===== config.mk =====
export PLATFORM = sky130hd
export DESIGN_NAME = eth_tx_framer
export DESIGN_NICKNAME = d
export VERILOG_FILES = /design/src/rtl/eth_pkg.sv /design/src/rtl/eth_tx_framer_skid_buf.sv /design/src/rtl/eth_tx_framer.sv
export SDC_FILE = /design/constraint.sdc
export NUM_CORES = 1
export LEC_CHECK = 0
export BUFFER_PORTS_ARGS = -buffer_cell sky130_fd_sc_hd__buf_2
export CORE_ASPECT_RATIO = 0.7
export CORE_MARGIN = 3
export CORE_UTILIZATION = 55
export CTS_BUF_LIST = sky130_fd_sc_hd__clkbuf_4 sky130_fd_sc_hd__clkbuf_8
export CTS_CLUSTER_DIAMETER = 50
export DETAILED_ROUTE_END_ITERATION = 7
export GPL_TIMING_DRIVEN = 0
export PLACE_DENSITY_LB_ADDON = 0.2
export SETUP_SLACK_MARGIN = 0.02
export SYNTH_ARGS = -nofsm -noshare
export SYNTH_HDL_FRONTEND = slang
export SYNTH_HIERARCHICAL = 1
export SYNTH_SLANG_ARGS = --single-unit

===== constraint.sdc =====
create_clock -name clk -period 4.6 [get_ports clk]
set_input_delay 0.69 -clock clk [delete_from_list [all_inputs] [get_ports clk]]
set_output_delay 0.69 -clock clk [all_outputs]
set_load 0.01 [all_outputs]

===== src/rtl/eth_pkg.sv =====
// Shared framing constants and types for the PC Ethernet link.
// The TX framer and the RX decoder both use this package.
package eth_pkg;

    localparam logic [47:0] MAC_PC           = 48'h0019E075BFFD;
    localparam logic [47:0] MAC_FPGA         = 48'h0019E0000001;
    localparam logic [15:0] CMD_DATA         = 16'h0300;
    localparam logic [15:0] CMD_ACK          = 16'h0100;
    localparam logic [15:0] CMD_END          = 16'h0200;
    localparam logic [11:0] LENGTH           = 12'd1040;
    localparam logic [11:0] SHORT_LENGTH     = 12'h034;
    localparam int          HDR_WORDS        = 4;
    localparam int          STATUS_PAY_WORDS = 9;

    typedef enum logic [1:0] {
        IDLE = 2'd0,
        HDR  = 2'd1,
        PAY  = 2'd2,
        DONE = 2'd3
    } tx_state_e;

    typedef enum logic {
        KIND_DATA   = 1'b0,
        KIND_STATUS = 1'b1
    } frame_kind_e;

    // Header words are big-endian: dst MAC, src MAC, then {len, cmd}.
    function automatic logic [31:0] hdr_word(input logic [1:0]  idx,
                                             input logic [11:0] len,
                                             input logic [15:0] cmd);
        logic [31:0] w;
        case (idx)
            2'd0:    w = MAC_PC[47:16];
            2'd1:    w = {MAC_PC[15:0], MAC_FPGA[47:32]};
            2'd2:    w = MAC_FPGA[31:0];
            default: w = {4'h0, len, cmd};
        endcase
        return w;
    endfunction

endpackage


===== src/rtl/eth_tx_framer_skid_buf.sv =====
// Two-entry FIFO that absorbs row-buffer read latency so payload words
// can be held stable under tx_ready backpressure.
module tx_skid_buf #(
    parameter int W = 34
) (
    input  logic         clk,
    input  logic         rst_n,
    input  logic         push_i,
    input  logic [W-1:0] data_i,
    input  logic         pop_i,
    output logic         valid_o,
    output logic [W-1:0] data_o,
    output logic [1:0]   count_o
);

    logic [W-1:0] mem_q [2];
    logic         wr_ptr_q;
    logic         rd_ptr_q;
    logic [1:0]   count_q;

    // The producer never pushes into a full buffer, and pop only happens
    // while valid_o is high, so no overflow/underflow guard is needed here.
    always_ff @(posedge clk) begin
        if (!rst_n) begin
            mem_q[0] <= '0;
            mem_q[1] <= '0;
            wr_ptr_q <= 1'b0;
            rd_ptr_q <= 1'b0;
            count_q  <= 2'd0;
        end else begin
            if (push_i) begin
                mem_q[wr_ptr_q] <= data_i;
                wr_ptr_q        <= ~wr_ptr_q;
            end
            if (pop_i) begin
                rd_ptr_q <= ~rd_ptr_q;
            end
            count_q <= count_q + {1'b0, push_i} - {1'b0, pop_i};
        end
    end

    assign valid_o = (count_q != 2'd0);
    assign data_o  = mem_q[rd_ptr_q];
    assign count_o = count_q;

endmodule


===== src/rtl/eth_tx_framer.sv =====
// Builds DATA (one image row) and STATUS frames as 32-bit words for the MAC TX FIFO.
// A word transfers on a cycle where tx_valid && tx_ready; tx_* hold while stalled.
module eth_tx_framer
    import eth_pkg::*;
#(
    parameter int WIDTH = 1024
) (
    input  logic        clk,
    input  logic        rst_n,
    input  logic        start,
    input  logic [15:0] cmd,
    input  logic [31:0] status_word,
    output logic [8:0]  rd_addr,
    output logic        rd_en,
    input  logic [31:0] rd_data,
    output logic [31:0] tx_data,
    output logic        tx_valid,
    input  logic        tx_ready,
    output logic        tx_sof,
    output logic        tx_eof,
    output logic        busy,
    output logic        cmd_err,
    output logic [1:0]  dbg_state
);

    localparam logic [8:0]  LAST_ADDR  = 9'(WIDTH / 4 - 1);
    localparam logic [11:0] DATA_LEN   = 12'(WIDTH + 16);
    localparam logic [3:0]  LAST_STAT  = 4'(STATUS_PAY_WORDS - 1);

    tx_state_e   state_q, state_d;
    frame_kind_e kind_q;
    logic [15:0] cmd_q;
    logic [31:0] status_q;
    logic [1:0]  hdr_idx_q;
    logic [3:0]  pay_idx_q;
    logic [8:0]  rd_addr_q;
    logic        rd_done_q;
    logic        rd_pend_q;
    logic        rd_pend_last_q;
    logic        cmd_err_q;

    logic        cmd_is_data;
    logic        cmd_is_status;
    logic        accept;
    logic        hs;
    logic        skid_pop;
    logic        skid_valid;
    logic [33:0] skid_data;
    logic [1:0]  skid_count;
    logic [2:0]  occ;
    logic        fetch_window;
    logic [11:0] frame_len;

    assign cmd_is_data   = (cmd == CMD_DATA);
    assign cmd_is_status = (cmd == CMD_ACK) || (cmd == CMD_END);
    assign accept        = (state_q == IDLE) && start && (cmd_is_data || cmd_is_status);
    assign hs            = tx_valid && tx_ready;
    assign frame_len     = (kind_q == KIND_DATA) ? DATA_LEN : SHORT_LENGTH;

    always_ff @(posedge clk) begin
        if (!rst_n) begin
            state_q <= IDLE;
        end else begin
            state_q <= state_d;
        end
    end

    always_comb begin
        state_d = state_q;
        case (state_q)
            IDLE:    if (accept) state_d = HDR;
            HDR:     if (hs && hdr_idx_q == 2'd3) state_d = PAY;
            PAY:     if (hs && tx_eof) state_d = DONE;
            default: state_d = IDLE;
        endcase
    end

    always_comb begin
        tx_valid = 1'b0;
        tx_data  = 32'd0;
        tx_sof   = 1'b0;
        tx_eof   = 1'b0;
        skid_pop = 1'b0;
        case (state_q)
            HDR: begin
                tx_valid = 1'b1;
                tx_data  = hdr_word(hdr_idx_q, frame_len, cmd_q);
                tx_sof   = (hdr_idx_q == 2'd0);
            end
            PAY: begin
                if (kind_q == KIND_DATA) begin
                    tx_valid = skid_valid;
                    tx_data  = skid_data[31:0];
                    tx_sof   = skid_data[32];
                    tx_eof   = skid_data[33];
                    skid_pop = skid_valid && tx_ready;
                end else begin
                    tx_valid = 1'b1;
                    tx_data  = (pay_idx_q == 4'd0) ? status_q : 32'd0;
                    tx_eof   = (pay_idx_q == LAST_STAT);
                end
            end
            default: ;
        endcase
    end

    // Reads start during W2 so the first payload word is buffered by the
    // HDR->PAY boundary; issue only when the skid buffer can take the result.
    assign fetch_window = (kind_q == KIND_DATA) &&
                          (((state_q == HDR) && hdr_idx_q[1]) || (state_q == PAY));
    assign occ          = {1'b0, skid_count} + {2'b00, rd_pend_q} - {2'b00, skid_pop};
    assign rd_en        = fetch_window && !rd_done_q && (occ < 3'd2);
    assign rd_addr      = rd_addr_q;

    always_ff @(posedge clk) begin
        if (!rst_n) begin
            kind_q         <= KIND_DATA;
            cmd_q          <= 16'd0;
            status_q       <= 32'd0;
            hdr_idx_q      <= 2'd0;
            pay_idx_q      <= 4'd0;
            rd_addr_q      <= 9'd0;
            rd_done_q      <= 1'b0;
            rd_pend_q      <= 1'b0;
            rd_pend_last_q <= 1'b0;
            cmd_err_q      <= 1'b0;
        end else begin
            cmd_err_q <= (state_q == IDLE) && start && !(cmd_is_data || cmd_is_status);
            if (accept) begin
                kind_q    <= cmd_is_data ? KIND_DATA : KIND_STATUS;
                cmd_q     <= cmd;
                status_q  <= status_word;
                hdr_idx_q <= 2'd0;
                pay_idx_q <= 4'd0;
                rd_addr_q <= 9'd0;
                rd_done_q <= 1'b0;
            end
            if (state_q == HDR && hs) begin
                hdr_idx_q <= hdr_idx_q + 2'd1;
            end
            if (state_q == PAY && hs && kind_q == KIND_STATUS) begin
                pay_idx_q <= pay_idx_q + 4'd1;
            end
            if (rd_en) begin
                if (rd_addr_q == LAST_ADDR) begin
                    rd_done_q <= 1'b1;
                end else begin
                    rd_addr_q <= rd_addr_q + 9'd1;
                end
            end
            rd_pend_q      <= rd_en;
            rd_pend_last_q <= rd_en && (rd_addr_q == LAST_ADDR);
        end
    end

    tx_skid_buf #(.W(34)) u_skid (
        .clk     (clk),
        .rst_n   (rst_n),
        .push_i  (rd_pend_q),
        .data_i  ({rd_pend_last_q, 1'b0, rd_data}),
        .pop_i   (skid_pop),
        .valid_o (skid_valid),
        .data_o  (skid_data),
        .count_o (skid_count)
    );

    assign busy      = (state_q == HDR) || (state_q == PAY);
    assign cmd_err   = cmd_err_q;
    assign dbg_state = state_q;

endmodule


==> metrics.csv <==
stage;metric;value;unit
clock_tree;CTS tree;done;
place;GPL Wtd Cong;0.853;
die;Starting Density;58.2;%
finish;post-route design area;0.00833;mm^2
worst_setup_path;Reg2Reg Setup Slack;360;ps
grt;GRT Total Usage;28.2;%
power_and_ir_drop;Sw Ratio;24.4;%
synthesis;Synthesized Nets;804;
finish;Layout area overhead;17.9;%
power_and_ir_drop;P_int;1.85;mW
worst_setup_path;Max stage delay on crit path;490;ps
finish;share of layout cells above drive strength 1;26.5;%
worst_setup_path;worst-path fanout max;10;
sta;f_max;231;MHz
worst_setup_path;Startpoint Class;flop;
sta;slack of the critical path;280;ps
clock_tree;Clock Path Buffers;2;
worst_setup_path;reg2reg start;dbg_state[0]$_SDFFE_PN0P_;
power_and_ir_drop;Power, Total;2.45;mW
finish;ANT cells;0;
synthesis;EDFF count, synth;68;
worst_hold_path;Hold EP;status_q[23]$_SDFFE_PN0P_;
route;vias;6041;
grt;vias in the first global route;5921;
outcome;status;finished clean;
route;number of remaining DRC errors;0;
power_and_ir_drop;NetSw;0.598;mW
synthesis;Async SR Flop Fraction;0;%
place;pre-CTS setup slack;-275;ps
grt;initial antenna violation count;0;
synthesis;share of the synthesized area in the top cell type;28.9;%
worst_hold_path;Hold Path Class;flop to flop;
clock_tree;total clock sinks;143;
clock_tree;clock slew at reported path FFs;80;ps
synthesis;Ys Warns;6;
synthesis;Syn Inst Count;703;
die;Die Width;142;um
sta;Fin. Hold Viols;0;
route;DRT iter0 DRCs;893;
power_and_ir_drop;PwrDens;294;mW/mm^2
finish;Util after Layout;68.7;%
worst_setup_path;Crit. End Element;output pin;
finish;final net count;956;
sta;skew final;13.2;ps
worst_setup_path;arrival time of the worst setup path;3630;ps
power_and_ir_drop;sequential power share;55.3;%
synthesis;Distinct cells, synth;55;
die;Die Area;0.0143;mm^2
place;hpwl dp;14300;um
sta;Final Setup Violations;0;
worst_setup_path;crit-path cells;inv_1 -> ha_1 -> clkbuf_2 -> nor2b_1 -> clkbuf_2 -> clkbuf_4 -> and3_1 -> ha_1 -> nand2b_1 -> fa_1 -> nand2b_1 -> nor4_4 -> buf_2;
worst_hold_path;min-delay src;status_q[23]$_SDFFE_PN0P_;
grt;grt total ovfl;0;
power_and_ir_drop;Pleak;3.30;nW
grt;pin count of the biggest net entering global routing;35;
die;# IOs;133;
clock_tree;Clk Latency, worst-skew pair;450;ps
power_and_ir_drop;Clk pwr share;40.0;%
die;row cnt;33;
route;Pre-antenna DRT Iters;7;
die;core area;0.0121;mm^2
power_and_ir_drop;Comb pwr share;4.7;%
clock_tree;htree depth;4;
synthesis;count leader, synth;nand2_1;
finish;Sequential cell area;0.00354;mm^2
worst_setup_path;Worst Path Required;3910;ps
worst_setup_path;Worst R2R End;rd_addr[5]$_SDFF_PN0_;
finish;multi-input logic area;0.00318;mm^2
clock_tree;root buf cell;clkbuf_8;
synthesis;synthesized area;0.00707;mm^2
sta;setup_tns;0;ps
route;detailed-route wire length;20000;um
route;WL/cell;19.5;um
die;DIE HEIGHT;101;um
sta;max-slew violations;0;
flow_run;Max Cap Violations;0;
sta;Worst Max-Slew Pin Slew;924;ps
worst_setup_path;Setup CP Type;flop to output pin;
place;Post-Place Cell Area;0.00793;mm^2
sta;RSZ-0062 raised after global routing;false;
synthesis;post-synthesis sequential area ratio;50.1;%
sta;period utilisation layout;93.9;%
route;DRT antenna net count;0;
synthesis;top post-synthesis cells by area;edfxtp_1 29%, dfxtp_1 21%, nand2_1 7.5%;
place;Port Buf Inserts;132;
worst_setup_path;R2R depth;17;
worst_hold_path;hold path depth;2;
synthesis;synth cell count leaders;141 x nand2_1, 80 x nor2_1, 75 x dfxtp_1;
synthesis;Yosys reg bits;143;
route;Vias per Instance;5.89;
synthesis;Avg Cell Area, Syn;10.1;um^2
power_and_ir_drop;Max VDD drop;0.202;mV
worst_setup_path;slowest CP cell;fa_1;
grt;first-pass GRT wire length;31000;um
sta;minimum clock period;4320;ps
sta;Rel. slew slack;38.2;%
clock_tree;TritonCTS buffer count;17;
synthesis;Synth area leader;edfxtp_1;
synthesis;Main synth FF type;dfxtp_1;
finish;Filler Cells Inserted;943;
[critical path, delay by kind of cell (launching register included)]
family | cells | cell delay (ps)
and+or+nand+nor | 5 | 900
adders and majority gates | 3 | 1000
DFF | 1 | 420
buffers and inverters | 5 | 850
[flip-flops by register name (all words and copies together), names as in the netlist, 2 cells and up, named ones only]
signal / count
u_skid/count_o: 2
status_q: 32
u_skid/mem_q: 68
hdr_idx_q: 2
dbg_state: 2
cmd_q: 16
rd_addr: 9
pay_idx_q: 4
[per-stage QoR]
| stage | hold slack [ps] | std cells |
|---|---|---|
| floorplan | 430 | 703 |
| global placement | 437 | 992 |
| detailed placement | 444 | 992 |
| CTS | 451 | 1025 |
| global route | 450 | 1025 |
| finish | 456 | 1025 |
[cell usage in the layout, fill, tap and decap left out, drive strengths merged, types with 2 or more instances in the layout]
master    count
ha           16
or4           3
o21a          4
and3         17
nand2b        7
and2          4
buf         155
a22oi         2
o21ai        11
clkbuf       50
or2           2
a21oi         8
mux2i         3
o211ai        2
and4          3
clkinv        7
nand3b        2
nand4         4
a31oi         2
a21boi       40
clkinvlp      2
nor4          3
nor2b        41
edfxtp       68
dfxtp        75
a221oi        7
a222oi       25
inv          16
mux2         34
nand2       141
nand3        13
xor2          3
nor3b         6
nor2         80
[kinds of logic after synthesis]
group / after synthesis / share of synthesized area, %
flops: 143 / 50.1
other cells: 1 / 0.0530
xor+xnor: 5 / 0.814
buf+inv: 66 / 5.10
compound gates: 104 / 11.4
simple gates: 330 / 21.9
mux: 37 / 7.43
fa+ha+maj: 17 / 3.12
[worst max-delay path by stage]
stage / cells after the start / slack (ps) / from / endpoint
after detailed placement: 16 / -270 / dbg_state[0]$_SDFFE_PN0P_ / rd_addr[7]$_SDFF_PN0_
after floorplan: 15 / 600 / dbg_state[1]$_SDFFE_PN0P_ / rd_addr[2]$_SDFF_PN0_
final: 13 / 280 / dbg_state[0]$_SDFFE_PN0P_ / rd_en
after CTS: 13 / 240 / dbg_state[0]$_SDFFE_PN0P_ / rd_en
after global placement: 16 / -90 / dbg_state[0]$_SDFFE_PN0P_ / rd_addr[0]$_SDFF_PN0_
after global routing: 13 / 40 / dbg_state[0]$_SDFFE_PN0P_ / rd_en
[layout make-up]
cell class	count	share of cell area, %
multi-input combinational	494	38.1
sequential	143	42.5
timing repair buffer	133	8.02
buffer	54	3.86
clock buffer	18	2.97
tap	157	2.36
clock inverter	14	1.59
inverter	12	0.540
[per-layer routing]
| layer | global-route usage (%) | vias to the layer above | share of wire, % |
|---|---|---|---|
| met5 | 0 | - | 0 |
| met4 | 8.48 | 0 | 1.8 |
| met3 | 7.54 | 43 | 10 |
| met2 | 44.2 | 335 | 46 |
| met1 | 38.8 | 2904 | 42 |
| li1 | - | 2759 | - |
[power by group through the flow]
stage | combinational, mW | clock [mW] | sequential, mW
final | 0.114 | 0.979 | 1.35
after global routing | 0.123 | 1.04 | 1.36
after CTS | 0.113 | 0.983 | 1.35
after detailed placement | 0.112 | 0 | 1.38
after global placement | 0.109 | 0 | 1.38
after floorplan | 0.0520 | 0 | 1.38
[timing repair]
action	4_1_cts	5_1_grt
gates resized for setup	4	2
setup buffers	1	0
hold buffers	0	0
setup endpoints to repair	9	8
pin swaps	1	0
No activity file was read; power rests on OpenSTA's default activity.
